$ cat config.mk
export PLATFORM = sky130hd
export DESIGN_NAME = audio_pwm_player_flat
export DESIGN_NICKNAME = d
export VERILOG_FILES = /design/src/rtl/audio_pwm_player_if.sv /design/src/rtl/audio_pwm_player.sv /design/src/flat_wrapper.sv
export SDC_FILE = /design/constraint.sdc
export NUM_CORES = 1
export LEC_CHECK = 0
export CELL_PAD_IN_SITES_DETAIL_PLACEMENT = 0
export CELL_PAD_IN_SITES_GLOBAL_PLACEMENT = 1
export CORE_ASPECT_RATIO = 2
export CORE_MARGIN = 2
export CORE_UTILIZATION = 45
export CTS_BUF_LIST = sky130_fd_sc_hd__clkbuf_2 sky130_fd_sc_hd__clkbuf_4 sky130_fd_sc_hd__clkbuf_8
export DETAILED_ROUTE_END_ITERATION = 12
export PLACE_DENSITY = 0.79
export SYNTH_ARGS = -nofsm -noshare
export SYNTH_HDL_FRONTEND = slang
export SYNTH_SLANG_ARGS = --single-unit
$ cat constraint.sdc
create_clock -name clock_max -period 2.9 [get_ports clock_max]
set_clock_uncertainty 0.15 [all_clocks]
set_input_delay 0.58 -clock clock_max [delete_from_list [all_inputs] [get_ports clock_max]]
set_output_delay 0.58 -clock clock_max [all_outputs]
set_load 0.02 [all_outputs]
$ cat src/rtl/audio_pwm_player_if.sv
// -----------------------------------------------------------------------------
// audio_pwm_player_if
//   Sample stream from the SPI audio receiver into the PWM player.
//   sample_in    : 16-bit signed two's-complement sample (receiver audio_out)
//   sample_valid : receiver data_ready; level or pulse, one write per rising edge
//   master : receiver side (drives the stream)
//   slave  : player side (consumes the stream)
// -----------------------------------------------------------------------------
interface audio_pwm_player_if;
  logic [15:0] sample_in;
  logic        sample_valid;

  modport master (
    output sample_in,
    output sample_valid
  );

  modport slave (
    input sample_in,
    input sample_valid
  );
endinterface

$ cat src/rtl/audio_pwm_player.sv
// -----------------------------------------------------------------------------
// audio_pwm_player
//   Buffers 16-bit audio samples from the SPI receiver in a small FIFO and plays
//   one sample per sample-rate tick as a PWM waveform for an external RC
//   low-pass filter / amplifier. Single clock domain (clock_max).
//
// Parameters
//   FIFO_DEPTH  sample FIFO entries (power of 2, >=4)
//   PREFILL     FIFO level needed before playback starts (1..FIFO_DEPTH)
//   SAMPLE_DIV  clock_max cycles per sample tick (>=2)
//   PWM_BITS    PWM resolution; carrier period 2**PWM_BITS clocks (4..12)
//
// Ports
//   clock_max   in   system clock
//   reset       in   asynchronous, active-high
//   rx          in   sample stream (audio_pwm_player_if.slave)
//   enable      in   1 = play, 0 = stop reading the FIFO
//   atten       in   [3:0] arithmetic right shift of the held sample
//                    (only when AUDIO_ATTEN_EN is defined)
//   pwm_out     out  registered PWM audio output
//   fifo_level  out  current FIFO occupancy
//   playing     out  1 while in the PLAYING state
//   overflow    out  sticky: write dropped because the FIFO was full
//   underrun    out  sticky: tick found the FIFO empty while playing
//
// Configuration
//   AUDIO_ATTEN_EN  when defined, adds the atten port and attenuates the held
//                   sample before conversion; otherwise the sample is used as is.
// -----------------------------------------------------------------------------
module audio_pwm_player #(
  parameter int unsigned FIFO_DEPTH = 16,
  parameter int unsigned PREFILL    = 8,
  parameter int unsigned SAMPLE_DIV = 521,
  parameter int unsigned PWM_BITS   = 8
) (
  input  logic                        clock_max,
  input  logic                        reset,
  audio_pwm_player_if.slave           rx,
  input  logic                        enable,
`ifdef AUDIO_ATTEN_EN
  input  logic [3:0]                  atten,
`endif
  output logic                        pwm_out,
  output logic [$clog2(FIFO_DEPTH):0] fifo_level,
  output logic                        playing,
  output logic                        overflow,
  output logic                        underrun
);

  localparam int unsigned AW = $clog2(FIFO_DEPTH);
  localparam int unsigned TW = $clog2(SAMPLE_DIV);

  localparam logic [AW:0]          DEPTH_L   = (AW+1)'(FIFO_DEPTH);
  localparam logic [AW:0]          PREFILL_L = (AW+1)'(PREFILL);
  localparam logic [TW-1:0]        TICK_LAST = TW'(SAMPLE_DIV - 1);
  localparam logic [PWM_BITS-1:0]  DUTY_MID  = PWM_BITS'(1) << (PWM_BITS - 1);

  typedef enum logic {
    IDLE,
    PLAYING
  } state_t;

  state_t state_q, state_d;

  logic                valid_q;
  logic                enable_q;
  logic [AW-1:0]       wr_ptr;
  logic [AW-1:0]       rd_ptr;
  logic [15:0]         mem [FIFO_DEPTH];
  logic [TW-1:0]       tick_cnt;
  logic                tick;
  logic [PWM_BITS-1:0] pwm_cnt;
  logic [PWM_BITS-1:0] duty_q;
  logic [PWM_BITS-1:0] duty_next;
  logic [15:0]         held_q;
  logic signed [15:0]  scaled;

  logic wr_req;
  logic wr_en;
  logic rd_en;
  logic enable_rise;

  // ---------------------------------------------------------------------------
  // Sample-rate tick
  // ---------------------------------------------------------------------------
  assign tick = (tick_cnt == TICK_LAST);

  always_ff @(posedge clock_max or posedge reset) begin
    if (reset) begin
      tick_cnt <= '0;
    end else if (tick) begin
      tick_cnt <= '0;
    end else begin
      tick_cnt <= tick_cnt + TW'(1);
    end
  end

  // ---------------------------------------------------------------------------
  // Write / read qualification
  // ---------------------------------------------------------------------------
  // Edge detect so a held-high data_ready never writes twice.
  assign wr_req      = rx.sample_valid && !valid_q;
  assign enable_rise = enable && !enable_q;
  assign rd_en       = (state_q == PLAYING) && enable && tick && (fifo_level != '0);
  // A same-cycle pop frees a slot, so a full FIFO can still accept.
  assign wr_en       = wr_req && ((fifo_level < DEPTH_L) || rd_en);

  always_ff @(posedge clock_max or posedge reset) begin
    if (reset) begin
      valid_q  <= 1'b0;
      enable_q <= 1'b0;
    end else begin
      valid_q  <= rx.sample_valid;
      enable_q <= enable;
    end
  end

  // ---------------------------------------------------------------------------
  // Sample FIFO
  // ---------------------------------------------------------------------------
  always_ff @(posedge clock_max) begin
    if (wr_en) begin
      mem[wr_ptr] <= rx.sample_in;
    end
  end

  always_ff @(posedge clock_max or posedge reset) begin
    if (reset) begin
      wr_ptr     <= '0;
      rd_ptr     <= '0;
      fifo_level <= '0;
      held_q     <= '0;
    end else begin
      if (wr_en) begin
        wr_ptr <= wr_ptr + AW'(1);
      end
      if (rd_en) begin
        rd_ptr <= rd_ptr + AW'(1);
        held_q <= mem[rd_ptr];
      end
      unique case ({wr_en, rd_en})
        2'b10:   fifo_level <= fifo_level + (AW+1)'(1);
        2'b01:   fifo_level <= fifo_level - (AW+1)'(1);
        default: fifo_level <= fifo_level;
      endcase
    end
  end

  // ---------------------------------------------------------------------------
  // Sticky status flags
  // ---------------------------------------------------------------------------
  // Clear on enable rising edge; a set event in the same cycle takes priority.
  always_ff @(posedge clock_max or posedge reset) begin
    if (reset) begin
      overflow <= 1'b0;
      underrun <= 1'b0;
    end else begin
      if (enable_rise) begin
        overflow <= 1'b0;
        underrun <= 1'b0;
      end
      if (wr_req && !wr_en) begin
        overflow <= 1'b1;
      end
      if ((state_q == PLAYING) && enable && tick && (fifo_level == '0)) begin
        underrun <= 1'b1;
      end
    end
  end

  // ---------------------------------------------------------------------------
  // Playback FSM
  // ---------------------------------------------------------------------------
  always_ff @(posedge clock_max or posedge reset) begin
    if (reset) begin
      state_q <= IDLE;
    end else begin
      state_q <= state_d;
    end
  end

  always_comb begin
    state_d = state_q;
    unique case (state_q)
      IDLE: begin
        if (enable && (fifo_level >= PREFILL_L)) begin
          state_d = PLAYING;
        end
      end
      PLAYING: begin
        if (!enable) begin
          state_d = IDLE;
        end
      end
      default: state_d = IDLE;
    endcase
  end

  assign playing = (state_q == PLAYING);

  // ---------------------------------------------------------------------------
  // Sample -> duty conversion
  // ---------------------------------------------------------------------------
  always_comb begin
`ifdef AUDIO_ATTEN_EN
    scaled = $signed(held_q) >>> atten;
`else
    scaled = $signed(held_q);
`endif
    // Offset binary, then keep the top PWM_BITS bits.
    duty_next = PWM_BITS'({~scaled[15], scaled[14:0]} >> (16 - PWM_BITS));
    if (state_q == IDLE) begin
      duty_next = DUTY_MID;
    end
  end

  // ---------------------------------------------------------------------------
  // PWM carrier
  // ---------------------------------------------------------------------------
  // duty only changes as the counter wraps, so each carrier period is whole.
  always_ff @(posedge clock_max or posedge reset) begin
    if (reset) begin
      pwm_cnt <= '0;
      duty_q  <= DUTY_MID;
      pwm_out <= 1'b0;
    end else begin
      pwm_cnt <= pwm_cnt + PWM_BITS'(1);
      pwm_out <= (pwm_cnt < duty_q);
      if (pwm_cnt == '1) begin
        duty_q <= duty_next;
      end
    end
  end

endmodule

$ cat src/flat_wrapper.sv
// flat-port wrapper written by rule: the top's interface ports become plain ports
module audio_pwm_player_flat 
#(
  parameter int unsigned FIFO_DEPTH = 16,
  parameter int unsigned PREFILL    = 8,
  parameter int unsigned SAMPLE_DIV = 521,
  parameter int unsigned PWM_BITS   = 8
)
  (clock_max, reset, enable, pwm_out, fifo_level, playing, overflow, underrun, rx_sample_in, rx_sample_valid);
  audio_pwm_player_if rx_i ();
  input  logic clock_max;
  input  logic reset;
  input  logic enable;
  output logic pwm_out;
  output logic [$clog2(FIFO_DEPTH):0] fifo_level;
  output logic playing;
  output logic overflow;
  output logic underrun;
  input wire logic [$bits(rx_i.sample_in)-1:0] rx_sample_in;
  input wire logic [$bits(rx_i.sample_valid)-1:0] rx_sample_valid;
  assign rx_i.sample_in = rx_sample_in;
  assign rx_i.sample_valid = rx_sample_valid;
  audio_pwm_player #(.FIFO_DEPTH(FIFO_DEPTH), .PREFILL(PREFILL), .SAMPLE_DIV(SAMPLE_DIV), .PWM_BITS(PWM_BITS)) u_core (.clock_max(clock_max), .reset(reset), .rx(rx_i), .enable(enable), .pwm_out(pwm_out), .fifo_level(fifo_level), .playing(playing), .overflow(overflow), .underrun(underrun));
endmodule
==> metrics.md <==
| Metric | Value |
|---|---|
| Number of detailed-route iterations in the first pass | 4 |
| Pin count of the biggest net entering global routing | 34 |
| Unrepaired setup endpoints after global routing | false |
| Post-layout power | 5370 uW |
| Endpoints failing hold | 0 |
| Setup-violating endpoint count in the final report | 0 |
| Number of antenna violations at the first check in global routing | 0 |
| Startpoint types | flip-flop |
| Final core utilization | 51.7% |
| DR vias | 3866 |
| Slew @ Worst Pin | 0.560 ns |
| TritonCTS Buffers | 17 |
| Vertical extent of the die | 188 um |
| Final instance count without filler cells | 715 |
| DP Cell Count | 682 |
| Area grow syn2layout | 13.0% |
| Count of port buffers added during placement | 20 |
| Maximum fanout count along the critical path | 6 |
| Initial core utilization | 45.8% |
| Fill cell total of the finished layout | 1373 |
| Max Slew Vio Count | 0 |
| Final weighted congestion in routability-driven placement | 0.822 |
| Cts-stage hold buffer count | 0 |
| CORE AREA | 16700 um2 |
| Worst slew margin relative to its limit | 62.6% |
| Cell at the root of the clock tree | sky130_fd_sc_hd__clkbuf_8 |
| Post-synthesis area per instance | 17.1 um2 |
| Combined area of the multi-input logic cells | 2270 um2 |
| Per-cell routed wire length | 19.4 um |
| Synthesis warning total | 0 |
| Pwr/cell area | 622 nW/um2 |
| Mean number of vias per cell | 5.41 |
| Chip Width | 96.1 um |
| Maximum clock frequency | 375 MHz |
| Gr usage total | 17.0% |
| Combined area of all synthesized cells | 7640 um2 |
| Estimated wirelength of the detail-placed design | 9880 um |
| Aggregate global routing overflow | 0 |
| Number of register bits inferred by synthesis | 181 |
| Data arrival time of the worst path | 2.85 ns |
| Overall routed net length | 13800 um |
| Maximum root-to-sink buffer count | 2 |
| Slowest cell on the critical path | sky130_fd_sc_hd__dfrtp_2 |
| Data required time at the worst endpoint | 3.09 ns |
| TritonCTS clock tree | done |
| Clock period minus final worst setup slack | 2.67 ns |
| Post-Synthesis Net Count | 484 |
| Worst-path clk slew | 0.09 ns |
| Worst-case setup slack after placement | -0.166 ns |
| Crit path largest cell delay | 0.45 ns |
| Category of the worst setup path capture point | flip-flop |
| Max rail drop VDD | 0.565 mV |
| Post-layout worst setup margin | 0.232 ns |
| Top delay family on crit path | adder cells |
| Final cycle utilization of the critical path | 92.0% |
| Count of different cell masters after synthesis | 46 |
| Layout cell share with drive strength beyond 1 | 23.0% |
| Sequential area share after synthesis | 67.7% |
| Buffers & Inverters on Critical Path | 2 |
| Synthesized instance count | 446 |
| MaxCap Viol Count | 0 |
| Vias in the first global route | 4224 |
| Post-synth EDFFs | 128 |
| Die Area | 18100 um2 |
| Ant diodes | 0 |
| Total leakage power | 0.00310 uW |
| Row count | 67 |
| CP cell instances | inv_1 > ha_1 > and4bb_2 > nand4_4 > a21boi_4 > inv_1 > ha_1 > xor2_1 > ha_1 > a21oi_1 > xor2_1 > nor2_1 > xor2_1 |
| Wire length of the first global-routing pass | 22300 um |
| Commonest non-fill, non-tap cell in the layout | sky130_fd_sc_hd__edfxtp_1 |
| Top flip-flop cell by instance count after synthesis | sky130_fd_sc_hd__edfxtp_1 |
| Share of flip-flops with an asynchronous set or reset | 29.3% |
| Post-route setup TNS | 0 ns |
| Number of H-tree levels | 4 |
| Clock latency of the later-clocked register in the worst-skew pair | 0.45 ns |
| Fin nets | 533 |
| DR DRC count | 0 |
| Critical path start-end classification | flip-flop to flip-flop |
| Number of top-level pins | 29 |
| Clock sink count | 181 |
| Total area of sequential cells | 5170 um2 |
| Leading cell types in the layout, fill and taps excluded | sky130_fd_sc_hd__edfxtp_1 (128), sky130_fd_sc_hd__dfrtp_1 (50), sky130_fd_sc_hd__mux4_2 (32) |
| Violation count after the first detailed-routing iteration | 142 |
| Result of the run | finished clean |
| Antenna-violating nets left | 0 |
| Min-Delay Path Class | flip-flop to flip-flop |
## cell type report
cell class	instances	area share, %
Multi-Input combinational cell	226	26.3
Clock inverter	14	1.72
Inverter	18	0.783
Timing Repair Buffer	51	5.45
Clock buffer	18	2.80
Tap cell	207	3.00
Sequential cell	181	59.9
## per-stage QoR
stage	area [um2]	hold WS (ns)
2_1_floorplan	7640	0.284
3_3_place_gp	8230	0.304
3_5_place_dp	8230	0.316
4_1_cts	8620	0.330
5_1_grt	8630	0.346
6_report	8630	0.332
## cells in the mapped netlist (all sizes together), types with 2 or more instances
cell	count	area [um2]
mux2i	24	240
and4bb	3	37.5
o21ai	21	105
nor2b	5	31.3
nand4	3	33.8
nor3	3	15.0
mux2	12	135
and4b	4	40.0
clkbuf	4	15.0
edfxtp	128	3840
nor2	10	37.5
a21oi	5	25.0
inv	18	67.6
and3b	2	17.5
mux4	32	721
nand2b	3	18.8
ha	18	225
and3	11	68.8
xor2	14	123
xnor2	12	105
buf	17	111
a21o	2	15.0
nand3	11	55.1
nand2	13	48.8
and4	5	46.3
dfrtp	52	1300
## per-layer routing
layer / share of wire (%) / track usage [%] / vias up
met2: 61 / 32.2 / 47
met1: 34 / 17.5 / 1999
li1: - / - / 1796
met3: 1.6 / 2.84 / 24
met5: 0 / 0 / -
met4: 2.4 / 7.20 / 0
## power by group
part | total (uW) | leakage, uW | switching [uW] | internal, uW
combinational | 616 | 0.00107 | 335 | 281
clock | 1680 | 0.000199 | 892 | 785
sequential | 3080 | 0.00183 | 153 | 2920
total | 5370 | 0.00310 | 1380 | 3990
## cells by family (layout without fill, tap and decap cells)
kind of cell | Yosys count | count (layout) | share of synthesized area, %
xor+xnor | 26 | 26 | 2.98
fa+ha+maj | 18 | 18 | 2.95
flops | 181 | 181 | 67.7
simple gates | 78 | 78 | 6.57
buf+inv | 39 | 101 | 2.54
mux | 68 | 68 | 14.4
compound gates | 36 | 36 | 2.88
## what timing repair did
action / in CTS / in global routing
buffers inserted: 0 / 1
resized for setup: 0 / 2
setup endpoints to repair: 0 / 1
## sequential cells by signal, summed over array words and instances (netlist names)
| register | flops |
|---|---|
| u_core.pwm_cnt | 8 |
| u_core.pwm_out | 1 |
| u_core.held_q | 8 |
| u_core.duty_q | 8 |
| u_core.enable_q | 1 |
| u_core.rd_ptr | 4 |
| u_core.overflow | 1 |
| u_core.playing | 1 |
| u_core.wr_ptr | 4 |
| u_core.tick_cnt | 10 |
| u_core.fifo_level | 5 |
| u_core.mem | 128 |
| u_core.underrun | 1 |
| u_core.valid_q | 1 |
## final timing paths
check	cells after the start	startpoint	end	slack [ns]
hold / removal	1	u_core.pwm_cnt[0]	u_core.pwm_cnt[0]	0.33
min in group asynchronous	2	reset	u_core.tick_cnt[7]	0.36
setup reg to reg	13	u_core.tick_cnt[1]	u_core.fifo_level[2]	0.23
setup / recovery	13	u_core.tick_cnt[1]	u_core.fifo_level[2]	0.23
max in group asynchronous	3	reset	u_core.duty_q[7]	1.62
hold reg to reg	1	u_core.pwm_cnt[0]	u_core.pwm_cnt[0]	0.33
## worst register-to-register path, stage by stage (launching register included)
cell	delay, ns
sky130_fd_sc_hd__dfrtp_2	0.45
sky130_fd_sc_hd__inv_1	0.08
sky130_fd_sc_hd__ha_1	0.18
sky130_fd_sc_hd__and4bb_2	0.27
sky130_fd_sc_hd__nand4_4	0.12
sky130_fd_sc_hd__a21boi_4	0.15
sky130_fd_sc_hd__inv_1	0.07
sky130_fd_sc_hd__ha_1	0.20
sky130_fd_sc_hd__xor2_1	0.14
sky130_fd_sc_hd__ha_1	0.21
sky130_fd_sc_hd__a21oi_1	0.17
sky130_fd_sc_hd__xor2_1	0.16
sky130_fd_sc_hd__nor2_1	0.07
sky130_fd_sc_hd__xor2_1	0.14
(Power assumes the default switching activity.)
==> RTL edit (same settings) <==
Reset style: synchronous (`reset`), changed in 6 clocked blocks. Comments in the files are not updated.
--- a/src/rtl/audio_pwm_player.sv
+++ b/src/rtl/audio_pwm_player.sv
@@ -86,5 +86,5 @@
   assign tick = (tick_cnt == TICK_LAST);
 
-  always_ff @(posedge clock_max or posedge reset) begin
+  always_ff @(posedge clock_max) begin
     if (reset) begin
       tick_cnt <= '0;
@@ -106,5 +106,5 @@
   assign wr_en       = wr_req && ((fifo_level < DEPTH_L) || rd_en);
 
-  always_ff @(posedge clock_max or posedge reset) begin
+  always_ff @(posedge clock_max) begin
     if (reset) begin
       valid_q  <= 1'b0;
@@ -125,5 +125,5 @@
   end
 
-  always_ff @(posedge clock_max or posedge reset) begin
+  always_ff @(posedge clock_max) begin
     if (reset) begin
       wr_ptr     <= '0;
@@ -151,5 +151,5 @@
   // ---------------------------------------------------------------------------
   // Clear on enable rising edge; a set event in the same cycle takes priority.
-  always_ff @(posedge clock_max or posedge reset) begin
+  always_ff @(posedge clock_max) begin
     if (reset) begin
       overflow <= 1'b0;
@@ -172,5 +172,5 @@
   // Playback FSM
   // ---------------------------------------------------------------------------
-  always_ff @(posedge clock_max or posedge reset) begin
+  always_ff @(posedge clock_max) begin
     if (reset) begin
       state_q <= IDLE;
@@ -219,5 +219,5 @@
   // ---------------------------------------------------------------------------
   // duty only changes as the counter wraps, so each carrier period is whole.
-  always_ff @(posedge clock_max or posedge reset) begin
+  always_ff @(posedge clock_max) begin
     if (reset) begin
       pwm_cnt <= '0;
Behaviour: differs if reset is asserted again (counterexample within 4 cycles, from zero or initial values and one cycle with reset high); with reset held inactive, the same outputs for 10 cycles.
==> RTL edit against the unedited design <==
Wire length is 2.3% higher. Fmax fell by 16%. The run now ends with setup timing left. Final area decreased by 1.5%. Area after synthesis is 4.9% lower. Sequential cell count stayed put. Global-route usage increased by 0.52 points. Count of clock-buffer cells in the layout up 1. Setup slack worse by 0.51 ns.
Power is not compared: it rests on default switching activity, and its combinational part moved more than twofold at a synthesized area within 25%.
==> RTL edit: results (changes against the unedited design) <==
<table>
<tr><th>Metric</th><th>Value</th></tr>
<tr><th colspan="2">Die</th></tr>
<tr><td>Floorplan core area</td><td>15780 um2 (was 16680 um2)</td></tr>
<tr><th colspan="2">Critical path</th></tr>
<tr><td>Master of the slowest instance on the critical path</td><td>or4_4 (was dfrtp_2)</td></tr>
<tr><td>Critical path launch point</td><td>u_core.tick_cnt[5]$_SDFF_PP0_ (was u_core.tick_cnt[1]$_DFF_PP0_)</td></tr>
<tr><td>Maximum fanout along the worst path</td><td>4 (was 6)</td></tr>
<tr><td>Max stage delay on crit path</td><td>0.58 ns (was 0.45 ns)</td></tr>
<tr><td>Origin of the critical flop-to-flop path</td><td>u_core.tick_cnt[5]$_SDFF_PP0_ (was u_core.tick_cnt[1]$_DFF_PP0_)</td></tr>
<tr><th colspan="2">Layout</th></tr>
<tr><td>Count of filler cells inserted in the layout</td><td>1318 (was 1373)</td></tr>
<tr><th colspan="2">Routing</th></tr>
<tr><td>Number of vias after detailed routing</td><td>4166 (was 3866)</td></tr>
<tr><td>Length of routed wiring on met1</td><td>4836 um (was 4776 um)</td></tr>
<tr><td>Detailed-routed wire length on met3</td><td>397 um (was 222 um)</td></tr>
<tr><th colspan="2">Placed design</th></tr>
<tr><td>Worst-case setup slack after placement</td><td>-0.7386 ns (was -0.1656 ns)</td></tr>
<tr><td>Final RePlAce weighted congestion</td><td>0.8185 (was 0.8222)</td></tr>
<tr><td>Placed Instance Area</td><td>8059 um2 (was 8233 um2)</td></tr>
<tr><th colspan="2">Run status</th></tr>
<tr><td>Result of the run</td><td>finished, violations left (was finished clean)</td></tr>
<tr><td>Violated checks</td><td>setup timing</td></tr>
<tr><th colspan="2">Yosys</th></tr>
<tr><td>Share of the yosys chip area belonging to registers</td><td>67.52% (was 67.72%)</td></tr>
<tr><td>Count of unique library cells instantiated by Yosys</td><td>40 (was 46)</td></tr>
<tr><td>Main area contributors after synthesis</td><td>edfxtp_1, dfxtp_1, mux4_2 (was edfxtp_1, dfrtp_1, mux4_2)</td></tr>
<tr><td>Net Count, Synth</td><td>525 (was 484)</td></tr>
<tr><th colspan="2">Worst hold path</th></tr>
<tr><td>Endpoint with the worst hold slack</td><td>u_core.duty_q[3]$_SDFFE_PP0N_ (was u_core.pwm_cnt[0]$_DFF_PP0_)</td></tr>
<tr><th colspan="2">Global routing</th></tr>
<tr><td>Largest net degree at the start of global routing</td><td>35 (was 34)</td></tr>
<tr><td>Met2 track utilization from global routing</td><td>34.29% (was 32.24%)</td></tr>
<tr><td>Number of global-route vias before repair</td><td>4351 (was 4224)</td></tr>
<tr><th colspan="2">STA</th></tr>
<tr><td>Setup slack of the critical path after layout</td><td>-0.2741 ns (was 0.2316 ns)</td></tr>
<tr><td>Final setup violating endpoints</td><td>1 (was 0)</td></tr>
<tr><td>Final total negative setup slack</td><td>-0.2741 ns (was 0 ns)</td></tr>
</table>
==> RTL edit: cell types whose count changed in the layout (fill, tap and decap cells not counted), sizes merged, moves of 12 or more <==
cell   before  now
a21oi       5   18
buf        31   51
dfrtp      52    0
dfxtp       0   53
mux2i      24    2
nand2      13   25
nor2       10   46
o21ai      21    6
==> RTL edit: timing repair <==
item	CTS	global route
setup endpoints to repair	1	2
pin swaps	2	1
resized for setup	2	2
buffers inserted	1	1
==> RTL edit: report_power, final <==
part / internal [mW] / switching, mW / leakage (nW)
logic: 0.0854 / 0.112 / 1.10
clock network: 0.883 / 0.896 / 0.212
registers: 2.79 / 0.0162 / 1.59
==> RTL edit: cells by family after synthesis <==
group                      Yosys count  synth area share [%]
DFF                                181                 67.52
and+or+nand+nor                    130                 8.491
AOI/OAI and AO/OA                   59                 5.598
buffers and inverters               41                 2.205
muxes                               35                 10.35
adders and majority gates           20                 3.548
xor gates and xnor gates            19                 2.291
